### config.mk
export PLATFORM = sky130hd
export DESIGN_NAME = multicycle_microprocessor_flat
export DESIGN_NICKNAME = d
export VERILOG_FILES = /design/src/rtl/mcp_pkg.sv /design/src/rtl/multicycle_microprocessor_if.sv /design/src/rtl/mcp_regfile.sv /design/src/rtl/multicycle_microprocessor.sv /design/src/flat_wrapper.sv
export SDC_FILE = /design/constraint.sdc
export NUM_CORES = 1
export LEC_CHECK = 0
export CAP_MARGIN = 10
export CORE_ASPECT_RATIO = 1.75
export CORE_MARGIN = 1.5
export CORE_UTILIZATION = 54
export CTS_CLUSTER_DIAMETER = 80
export DETAILED_ROUTE_END_ITERATION = 12
export PLACE_DENSITY = 0.81
export SYNTH_ARGS = -nofsm -noshare
export SYNTH_HDL_FRONTEND = slang
export SYNTH_SLANG_ARGS = --single-unit
### constraint.sdc
create_clock -name clk -period 2.9 [get_ports clk]
set_clock_uncertainty 0.1 [all_clocks]
set_input_delay 0.29 -clock clk [delete_from_list [all_inputs] [get_ports clk]]
set_output_delay 0.29 -clock clk [all_outputs]
set_load 0.01 [all_outputs]
### src/rtl/mcp_pkg.sv
// Shared definitions for the multicycle microprocessor: opcodes, FSM states,
// immediate sign extension and the 7-segment encoder.
package mcp_pkg;

  localparam logic [1:0] OP_ADD    = 2'b00;
  localparam logic [1:0] OP_LOAD   = 2'b01;
  localparam logic [1:0] OP_STORE  = 2'b10;
  localparam logic [1:0] OP_BRANCH = 2'b11;

  typedef enum logic [2:0] {
    S_FETCH = 3'd0,
    S_EXEC  = 3'd1,
    S_MEM   = 3'd2,
    S_WB    = 3'd3,
    S_HALT  = 3'd4
  } state_e;

  // 2-bit immediate widened to 32 bits; callers truncate to their width
  function automatic logic [31:0] sext2(input logic [1:0] imm);
    return {{30{imm[1]}}, imm};
  endfunction

  // Active-high segments, bit 0 = a ... bit 6 = g
  function automatic logic [6:0] seg7(input logic [3:0] nib);
    logic [6:0] s;
    case (nib)
      4'h0: s = 7'h3F;
      4'h1: s = 7'h06;
      4'h2: s = 7'h5B;
      4'h3: s = 7'h4F;
      4'h4: s = 7'h66;
      4'h5: s = 7'h6D;
      4'h6: s = 7'h7D;
      4'h7: s = 7'h07;
      4'h8: s = 7'h7F;
      4'h9: s = 7'h6F;
      4'hA: s = 7'h77;
      4'hB: s = 7'h7C;
      4'hC: s = 7'h39;
      4'hD: s = 7'h5E;
      4'hE: s = 7'h79;
      default: s = 7'h71;
    endcase
    return s;
  endfunction

endpackage

### src/rtl/multicycle_microprocessor_if.sv
// Instruction stream and status bus of the core. The instruction source is the
// master; the core is the slave.
interface multicycle_microprocessor_if #(
  parameter int DATA_W = 8,
  parameter int PC_W   = 8
);
  logic              inst_valid;
  logic [7:0]        instruction;
  logic              inst_ready;
  logic [PC_W-1:0]   pc;
  logic              retire;
  logic [DATA_W-1:0] wb_data;
  logic [6:0]        lowerHex;
  logic [6:0]        higherHex;
  logic [1:0]        flags;

  modport master (
    output inst_valid, instruction,
    input  inst_ready, pc, retire, wb_data, lowerHex, higherHex, flags
  );

  modport slave (
    input  inst_valid, instruction,
    output inst_ready, pc, retire, wb_data, lowerHex, higherHex, flags
  );
endinterface

### src/rtl/mcp_regfile.sv
// Four-entry register file: two asynchronous read ports, one write port.
module mcp_regfile #(
  parameter int DATA_W = 8
) (
  input  logic              clk,
  input  logic              reset,
  input  logic [1:0]        raddr_a,
  input  logic [1:0]        raddr_b,
  output logic [DATA_W-1:0] rdata_a,
  output logic [DATA_W-1:0] rdata_b,
  input  logic              we,
  input  logic [1:0]        waddr,
  input  logic [DATA_W-1:0] wdata
);
  logic [3:0][DATA_W-1:0] regs;

  always_ff @(posedge clk or negedge reset) begin
    if (!reset)  regs <= '0;
    else if (we) regs[waddr] <= wdata;
  end

  assign rdata_a = regs[raddr_a];
  assign rdata_b = regs[raddr_b];
endmodule

### src/rtl/multicycle_microprocessor.sv
// Non-pipelined 4-instruction core: FETCH -> EXEC -> [MEM] -> [WB], with a
// resettable data memory and a sticky signed-overflow flag.
module multicycle_microprocessor
  import mcp_pkg::*;
#(
  parameter int DATA_W     = 8,
  parameter int PC_W       = 8,
  parameter int DMEM_DEPTH = 16
) (
  input  logic clk,
  input  logic reset,
  multicycle_microprocessor_if.slave bus
);
  localparam int AW = $clog2(DMEM_DEPTH);

  state_e            state;
  logic [7:0]        ir;
  logic [PC_W-1:0]   pc_q;
  logic [DATA_W-1:0] alu_q, wb_q;
  logic              ovf, retire_q;

  logic [1:0]        op, wa;
  logic [DATA_W-1:0] rs_d, rt_d, sum, addr_sum, imm_d, mem_rdata;
  logic [PC_W-1:0]   imm_p;
  logic [AW-1:0]     mem_addr;
  logic              add_ovf, we, mem_we;

  logic [DATA_W-1:0] dmem [DMEM_DEPTH];

  assign op       = ir[7:6];
  assign imm_d    = DATA_W'(sext2(ir[1:0]));
  assign imm_p    = PC_W'(sext2(ir[1:0]));
  assign sum      = rs_d + rt_d;
  assign addr_sum = rs_d + imm_d;
  assign add_ovf  = (rs_d[DATA_W-1] == rt_d[DATA_W-1]) && (sum[DATA_W-1] != rs_d[DATA_W-1]);

  // alu_q doubles as the load-data holding register between MEM and WB
  assign we       = (state == S_WB);
  assign wa       = (op == OP_ADD) ? ir[1:0] : ir[3:2];
  assign mem_addr = alu_q[AW-1:0];
  assign mem_we   = (state == S_MEM) && (op == OP_STORE);
  assign mem_rdata = dmem[mem_addr];

  mcp_regfile #(.DATA_W(DATA_W)) u_rf (
    .clk     (clk),
    .reset   (reset),
    .raddr_a (ir[5:4]),
    .raddr_b (ir[3:2]),
    .rdata_a (rs_d),
    .rdata_b (rt_d),
    .we      (we),
    .waddr   (wa),
    .wdata   (alu_q)
  );

  always_ff @(posedge clk or negedge reset) begin
    if (!reset) begin
      state    <= S_FETCH;
      ir       <= '0;
      pc_q     <= '0;
      alu_q    <= '0;
      wb_q     <= '0;
      ovf      <= 1'b0;
      retire_q <= 1'b0;
    end else begin
      retire_q <= 1'b0;
      case (state)
        S_FETCH: if (bus.inst_valid) begin
          ir    <= bus.instruction;
          state <= S_EXEC;
        end
        S_EXEC: case (op)
          OP_ADD: begin
            alu_q <= sum;
            ovf   <= ovf | add_ovf;
            state <= S_WB;
          end
          OP_LOAD, OP_STORE: begin
            alu_q <= addr_sum;
            state <= S_MEM;
          end
          default: begin
            pc_q     <= pc_q + PC_W'(1) + imm_p;
            retire_q <= 1'b1;
            state    <= (ir[1:0] == 2'b11) ? S_HALT : S_FETCH;
          end
        endcase
        S_MEM: if (op == OP_LOAD) begin
          alu_q <= mem_rdata;
          state <= S_WB;
        end else begin
          retire_q <= 1'b1;
          pc_q     <= pc_q + PC_W'(1);
          state    <= S_FETCH;
        end
        S_WB: begin
          wb_q     <= alu_q;
          retire_q <= 1'b1;
          pc_q     <= pc_q + PC_W'(1);
          state    <= S_FETCH;
        end
        default: state <= S_HALT;
      endcase
    end
  end

  always_ff @(posedge clk or negedge reset) begin
    if (!reset) begin
      for (int i = 0; i < DMEM_DEPTH; i++) dmem[i] <= '0;
    end else if (mem_we) begin
      dmem[mem_addr] <= rt_d;
    end
  end

  // Gating with reset keeps ready low until the first cycle after release
  assign bus.inst_ready = reset && (state == S_FETCH);
  assign bus.pc         = pc_q;
  assign bus.retire     = retire_q;
  assign bus.wb_data    = wb_q;
  assign bus.lowerHex   = seg7(wb_q[3:0]);
  assign bus.higherHex  = seg7(wb_q[7:4]);
  assign bus.flags      = {ovf, state == S_HALT};
endmodule

### src/flat_wrapper.sv
// flat-port wrapper written by rule: the top's interface ports become plain ports
module multicycle_microprocessor_flat import mcp_pkg::*;
#(
  parameter int DATA_W     = 8,
  parameter int PC_W       = 8,
  parameter int DMEM_DEPTH = 16
)
  (clk, reset, bus_inst_valid, bus_instruction, bus_inst_ready, bus_pc, bus_retire, bus_wb_data, bus_lowerHex, bus_higherHex, bus_flags);
  multicycle_microprocessor_if #(.DATA_W(DATA_W), .PC_W(PC_W)) bus_i ();
  input  logic clk;
  input  logic reset;
  input wire logic [$bits(bus_i.inst_valid)-1:0] bus_inst_valid;
  input wire logic [$bits(bus_i.instruction)-1:0] bus_instruction;
  output wire logic [$bits(bus_i.inst_ready)-1:0] bus_inst_ready;
  output wire logic [$bits(bus_i.pc)-1:0] bus_pc;
  output wire logic [$bits(bus_i.retire)-1:0] bus_retire;
  output wire logic [$bits(bus_i.wb_data)-1:0] bus_wb_data;
  output wire logic [$bits(bus_i.lowerHex)-1:0] bus_lowerHex;
  output wire logic [$bits(bus_i.higherHex)-1:0] bus_higherHex;
  output wire logic [$bits(bus_i.flags)-1:0] bus_flags;
  assign bus_i.inst_valid = bus_inst_valid;
  assign bus_i.instruction = bus_instruction;
  assign bus_inst_ready = bus_i.inst_ready;
  assign bus_pc = bus_i.pc;
  assign bus_retire = bus_i.retire;
  assign bus_wb_data = bus_i.wb_data;
  assign bus_lowerHex = bus_i.lowerHex;
  assign bus_higherHex = bus_i.higherHex;
  assign bus_flags = bus_i.flags;
  multicycle_microprocessor #(.DATA_W(DATA_W), .PC_W(PC_W), .DMEM_DEPTH(DMEM_DEPTH)) u_core (.clk(clk), .reset(reset), .bus(bus_i));
endmodule
==> impl_metrics.py, run 1 <==
metrics = {
    "global_route": {
        "grt_usage": 0.262,
        "grt_use_met3": 0.0537,
        "grt_pass1_wl_mm": 41.0,
        "grtUsageMet1": 0.270,
        "grtUsageMet2": 0.470,
        "grt_overflow": 0,
        "top_usage_layer": "met2",
        "first_global_vias": 7907,
        "antenna_found_initial": 0,
        "grt_max_degree": 123,
    },
    "detailed_routing": {
        "via_count": 7536,
        "wire_per_inst_microns": 22.2,
        "drtPass1Iterations": 5,
        "avgViaCountPerCell": 6.39,
        "drc": 0,
        "ant_nets": 0,
        "wl_mm": 26.2,
        "drt_iter0_drc": 622,
    },
    "critical_path": {
        "r2r_cells": 11,
        "setup.worst_path.start": "u_core.ir[4]",
        "required_ns": 3.12,
        "r2r-start": "u_core.ir[4]",
        "reg2reg_slack_ns": 0.05,
        "regToRegEndpoint": "u_core.alu_q[6]",
        "worstSetupPathType": "reg2reg",
        "cp_max_fo": 5,
        "startpoint_type": "register",
        "critPathArrivalTime_ns": 3.07,
        "worst_setup_path_end_kind": "register",
    },
    "power": {
        "p_seq_frac": 0.548,
        "p_per_area_nw_per_um2": 401,
        "swShare": 0.211,
        "p_leak_nw": 5.67,
        "pwr-share-comb": 0.015,
        "clkPwrFrac": 0.438,
        "intPower_mw": 3.95,
        "peakVddDrop_mv": 0.408,
        "power_mw": 5.01,
        "power_switching_mw": 1.06,
    },
    "timing": {
        "min_period_ns": 2.85,
        "setup_viol": 0,
        "finalHoldViolCount": 0,
        "worst_pin_slew_ns": 1.02,
        "slew_viol_final": 0,
        "fin_crit_sh": 0.982,
        "max_clock_freq_mhz": 351,
        "relSlewSlack": 0.316,
        "grt_setup_unrepaired": "yes",
    },
    "clocking": {
        "h-tree-depth": 4,
        "clock_sinks": 197,
        "worstSkewPairLatency_ns": 0.44,
        "cts_tree": "yes",
        "root_buffer": "clkbuf_16",
        "path_clk_slew_ns": 0.07,
        "cts-buffers-inserted": 17,
        "ctsLongestPathBuffers": 2,
    },
    "synth": {
        "netlist_area_sq_um": 10900,
        "synth_compound_area_frac": 0.0786,
        "synth_cell_types": 67,
        "synth_edf_count": 0,
        "synthesis.nets": 910,
        "synthFlopType": "dfrtp_1",
        "yosys_warnings": 0,
        "synth-seq-cells": 197,
        "synthSimpleGateAreaFrac": 0.0803,
        "yosys.area_share.xor_xnor": 0.0105,
        "synth_top_family_by_area": "multiplexers",
        "async_flop_share": 1.00,
        "yosysSeqAreaShare": 0.453,
        "syn_area_per_cell_sq_um": 12.7,
        "synthCells": 855,
        "synthMuxAreaShare": 0.291,
        "synth-adder-area-share": 0.0527,
    },
    "run_status": {
        "status": "finished clean",
    },
    "floorplan": {
        "die-area_sq_um": 21000,
        "die_w_microns": 110,
        "die_h_microns": 191,
        "io_pins": 45,
        "core_sq_um": 19700,
        "num_rows": 68,
        "start_util": 0.551,
    },
    "placement": {
        "port_buffers": 44,
        "place_inst": 1145,
        "gp_congestion": 0.951,
        "place_hpwl_mm": 18.3,
    },
    "finish": {
        "n_fill_cell": 1416,
        "final_cell_mix": "dfrtp_1 (192), mux2_2 (154), nand2_1 (50), buf_4 (50), o21ai_0 (47)",
        "num_antenna_cells": 0,
        "drive_gt1_frac": 0.354,
        "post-route-util": 0.634,
        "nets": 979,
        "mostFrequentLayoutCell": "dfrtp_1",
        "layout-area-overhead-vs-synth_pct": 15.0,
        "stdcell_count": 1180,
    },
    "hold_path": {
        "holdCritPathClass": "in2reg",
        "holdPathEnd": "u_core.ir[1]",
        "whs_path_depth": 3,
        "hp-start": "bus_instruction[1]",
    },
    "flow_run": {
        "cap_violations": 0,
    },
}
cell usage after synthesis (5+ instances only):
library cell  instances  area [sq um]
inv_1                25          93.8
buf_4                 5          37.5
mux2_2              154          1730
a21oi_1              23           115
xnor2_1               9          78.8
nor2b_1               9          56.3
nand2_2               9          56.3
dfrtp_1             197          4930
mux2_1                5          56.3
clkbuf_1             19          71.3
o21ai_0              49           245
nand2_1              50           188
mux4_2               46          1040
a21o_1                7          52.6
ha_1                 41           513
a211oi_1              9          67.6
mux4_1               11           289
o21ai_1               5          25.0
o21a_1                5          37.5
nand2b_1              6          37.5
buf_2                15          75.1
or3_1                 6          37.5
a31oi_1               7          43.8
mux2i_1               5          50.1
nand3_1              16          80.1
nor3_1               16          80.1
nor2_1               29           109
a22oi_1               5          37.5
layout make-up:
| class | count | area (sq um) | area share |
|---|---|---|---|
| multi-input combinational | 582 | 5740 | 0.459 |
| inverter | 27 | 101 | 0.00810 |
| clock inverter | 9 | 82.6 | 0.00660 |
| sequential | 197 | 4940 | 0.395 |
| tap | 245 | 307 | 0.0245 |
| timing repair buffer | 99 | 892 | 0.0713 |
| clock buffer | 21 | 450 | 0.0360 |
metal layers:
metal	vias to the layer above	share of wire
met5	-	0
met4	0	0.057
met3	102	0.048
met2	267	0.55
met1	3860	0.35
li1	3307	-
cell families (layout without fill, tap and decap cells):
kind of cell	count (synthesis)	in the layout
compound gates	138	138
xor+xnor	13	13
buf+inv	76	156
mux	221	221
fa+ha+maj	44	44
flops	197	197
simple gates	166	166
worst max-delay path by stage:
stage | slack [ns] | endpoint
after global routing | -0.03 | u_core.alu_q[6]
after CTS | 0.03 | u_core.ovf
after detailed placement | -0.01 | u_core.alu_q[7]
final | 0.05 | u_core.alu_q[6]
after floorplan | -0.07 | u_core.alu_q[5]
after global placement | 0.04 | u_core.ovf
sequential cells by signal, summed over array words and instances (netlist names):
signal and count:
u_core.alu_q 8, u_core.state 3, u_core.ovf 1, u_core.bus.retire 1
u_core.bus.wb_data 8, u_core.u_rf.regs 32, u_core.bus.pc 8, u_core.ir 8
u_core.dmem 128
timing repair:
| item | CTS | global route |
|---|---|---|
| setup buffers | 0 | 4 |
| setup endpoints to repair | 2 | 6 |
| hold buffers | 1 | 0 |
| endpoints found under the hold margin | 122 | 0 |
| pin swaps | 0 | 11 |
| gates resized for setup | 2 | 26 |
critical path, stage by stage (launching register included):
cell and delay (ns):
dfrtp_1 0.43, buf_6 0.13, buf_4 0.16, mux4_2 0.55
buf_4 0.17, ha_4 0.23, o21a_1 0.11, o31a_1 0.12
o21a_1 0.19, or3_1 0.36, nand4_1 0.12, a21oi_1 0.07
power groups by stage:
stage,Sequential (mW),Clock (mW),Combinational [mW]
after detailed placement,2.80,0,0.0745
after floorplan,2.80,0,0.000767
after CTS,2.75,2.23,0.0761
after global placement,2.80,0,0.0743
after global routing,2.74,2.33,0.0844
final,2.75,2.19,0.0729
metrics by stage:
| stage | hold WS [ns] | setup slack, ns | cell area, sq um | setup TNS (ns) |
|---|---|---|---|---|
| after global routing | 0.331 | -0.0328 | 12500 | -0.0739 |
| after detailed placement | 0.359 | -0.0129 | 11800 | -0.0129 |
| after global placement | 0.354 | 0.0384 | 11800 | 0 |
| after floorplan | -0.106 | -0.0652 | 10900 | -0.0805 |
| final | 0.305 | 0.0517 | 12500 | 0 |
| after CTS | 0.297 | 0.0298 | 12300 | 0 |
No activity file was read; power rests on OpenSTA's default activity.
==> run 2: changes to the inputs <==
- CORE_UTILIZATION: 54 -> 55
- PLACE_DENSITY: 0.81 -> 0.82
==> run 2 against run 1 <==
  * Via count is 0.40% higher
  * Fmax fell by 0.22%
  * Final area rose by 1.3%
  * Highest routed layer unchanged
==> impl_metrics.py, run 2 (same netlist as run 1, synthesis figures left out) <==
metrics = {
    "run_status": {
        "status": "finished clean",
    },
    "detailed_routing": {
        "wl_mm": 26.9,
        "wl_met3_microns": 975,
        "via_count": 7566,
        "ant_nets": 0,
        "wire_per_inst_microns": 22.6,
        "avgViaCountPerCell": 6.36,
        "drt_iter0_drc": 558,
        "drc": 0,
        "highest-signal-layer": "met4",
        "met2WireLength_mm": 14.6,
        "drtPass1Iterations": 5,
        "wl_met1_mm": 9.27,
    },
    "floorplan": {
        "die-area_sq_um": 20700,
        "num_rows": 67,
        "core_sq_um": 19300,
        "start_util": 0.564,
        "die_w_microns": 109,
        "die_h_microns": 189,
        "io_pins": 45,
    },
    "hold_path": {
        "holdCritPathClass": "in2reg",
    },
    "critical_path": {
        "worst_setup_path_end_kind": "register",
        "cp_max_fo": 6,
        "startpoint_type": "register",
        "critPathArrivalTime_ns": 3.08,
        "cp_num_buf_inv": 3,
        "worstSetupPathType": "reg2reg",
        "cp_top_family": "simple AND/OR/NAND/NOR gates",
        "cp_cell_sequence": "buf_4, mux4_2, ha_4, buf_4, inv_1, fa_2, nand2b_4, a21oi_1, o21a_1, or3_1, nand4_1, a21oi_1",
        "required_ns": 3.13,
        "max_stage_delay_ns": 0.54,
        "cpMaxStageDelayCell": "mux4_2",
    },
    "clocking": {
        "cts-buffers-inserted": 17,
        "cts_tree": "yes",
        "h-tree-depth": 4,
        "ctsLongestPathBuffers": 2,
        "clock_sinks": 197,
        "root_buffer": "clkbuf_16",
        "path_clk_slew_ns": 0.07,
        "worstSkewPairLatency_ns": 0.44,
    },
    "finish": {
        "regMostFlops": "u_core.dmem",
        "n_fill_cell": 1348,
        "drive_gt1_frac": 0.370,
        "multi_input_area_sq_um": 5780,
        "seqCellArea_sq_um": 4940,
        "mostFrequentLayoutCell": "dfrtp_1",
        "nets": 991,
        "largest_register_ffs": 128,
        "num_antenna_cells": 0,
        "reg_top3": "u_core.dmem x128, u_core.u_rf.regs x32",
        "final_cell_mix": "dfrtp_1 (192), mux2_2 (154), buf_4 (62), nand2_1 (50), o21ai_0 (47)",
        "layout-area-overhead-vs-synth_pct": 16.5,
        "post-route-util": 0.657,
    },
    "timing": {
        "min_period_ns": 2.85,
        "max_clock_freq_mhz": 350,
        "grt_setup_unrepaired": "yes",
        "fin_crit_sh": 0.984,
        "setup_viol": 0,
        "slew_viol_final": 0,
        "finalHoldViolCount": 0,
        "relSlewSlack": 0.374,
        "worst_pin_slew_ns": 0.939,
    },
    "power": {
        "p_per_area_nw_per_um2": 406,
        "pwr-share-comb": 0.014,
        "power_switching_mw": 1.09,
        "clkPwrFrac": 0.453,
        "p_leak_nw": 5.77,
        "intPower_mw": 4.06,
        "p_seq_frac": 0.533,
        "peakVddDrop_mv": 0.492,
        "swShare": 0.212,
        "power_mw": 5.15,
    },
    "global_route": {
        "first_global_vias": 7987,
        "grt_max_degree": 75,
        "grt_pass1_wl_mm": 42.3,
        "antenna_found_initial": 0,
        "grt_overflow": 0,
        "grt_usage": 0.274,
    },
    "placement": {
        "gp_congestion": 0.887,
        "place_hpwl_mm": 18.8,
        "port_buffers": 44,
    },
    "flow_run": {
        "cap_violations": 0,
    },
}
## run 2: cell types whose count changed in the layout (fill, tap and decap cells not counted), sizes merged
cell,before,now
buf,54,66
clkinv,4,8
clkinvlp,5,1
bufinv,1,2
inv,26,27
## run 2: worst paths after layout
check | endpoint | depth (start not counted) | slack, ns | startpoint
max | u_core.alu_q[6] | 12 | 0.05 | u_core.ir[2]
min | u_core.ir[1] | 3 | 0.33 | bus_instruction[1]
max reg2reg | u_core.alu_q[6] | 12 | 0.05 | u_core.ir[2]
min reg2reg | u_core.ovf | 1 | 0.37 | u_core.ovf
max in group asynchronous | u_core.ir[2] | 3 | 1.41 | reset
min in group asynchronous | u_core.bus.wb_data[6] | 3 | 0.53 | reset
## run 2: worst register-to-register path, delay by kind of cell (launching register included)
kind / cells / cell delay, ns
compound gates: 3 / 0.34
fa+ha+maj: 2 / 0.40
buf+inv: 3 / 0.34
flops: 1 / 0.45
mux: 1 / 0.54
simple gates: 3 / 0.58
## run 2: metrics by stage
step                      cells  setup slack, ns  TNS (ns)  instance area [sq um]  hold slack (ns)
final                      1190           0.0453         0                  12700            0.332
after floorplan             855          -0.0652   -0.0805                  10900           -0.106
after CTS                  1182           0.0135         0                  12400            0.320
after detailed placement   1149          -0.0919    -0.213                  11800            0.356
after global routing       1190          -0.0577    -0.133                  12700            0.359
after global placement     1149          -0.0689   -0.0800                  11800            0.354
## run 2: metal layers
metal	vias up	GRT usage
met5	-	0
met4	0	0.203
met3	126	0.0454
li1	3330	-
met2	253	0.487
met1	3857	0.281
## run 2: layout make-up
| cell class | count | share of cell area |
|---|---|---|
| multi-input cells | 582 | 0.456 |
| flip-flops and latches | 197 | 0.389 |
| repair buffers | 111 | 0.0775 |
| clock buffers | 21 | 0.0355 |
| well taps | 241 | 0.0238 |
| clock inverters | 11 | 0.00997 |
| inverters | 27 | 0.00800 |
## run 2: timing repair
action | CTS | global route
setup endpoints to repair | 4 | 6
resized for setup | 5 | 32
buffers inserted | 0 | 9
hold buffers | 1 | 0
pin swaps | 2 | 17
hold endpoints to repair | 73 | 0
## run 2: power groups by stage
stage | Combinational (mW) | Clock [mW] | Sequential [mW]
6_report | 0.0713 | 2.33 | 2.75
4_1_cts | 0.0756 | 2.37 | 2.75
5_1_grt | 0.0840 | 2.47 | 2.74
3_5_place_dp | 0.0746 | 0 | 2.80
3_3_place_gp | 0.0737 | 0 | 2.80
2_1_floorplan | 0.000767 | 0 | 2.80
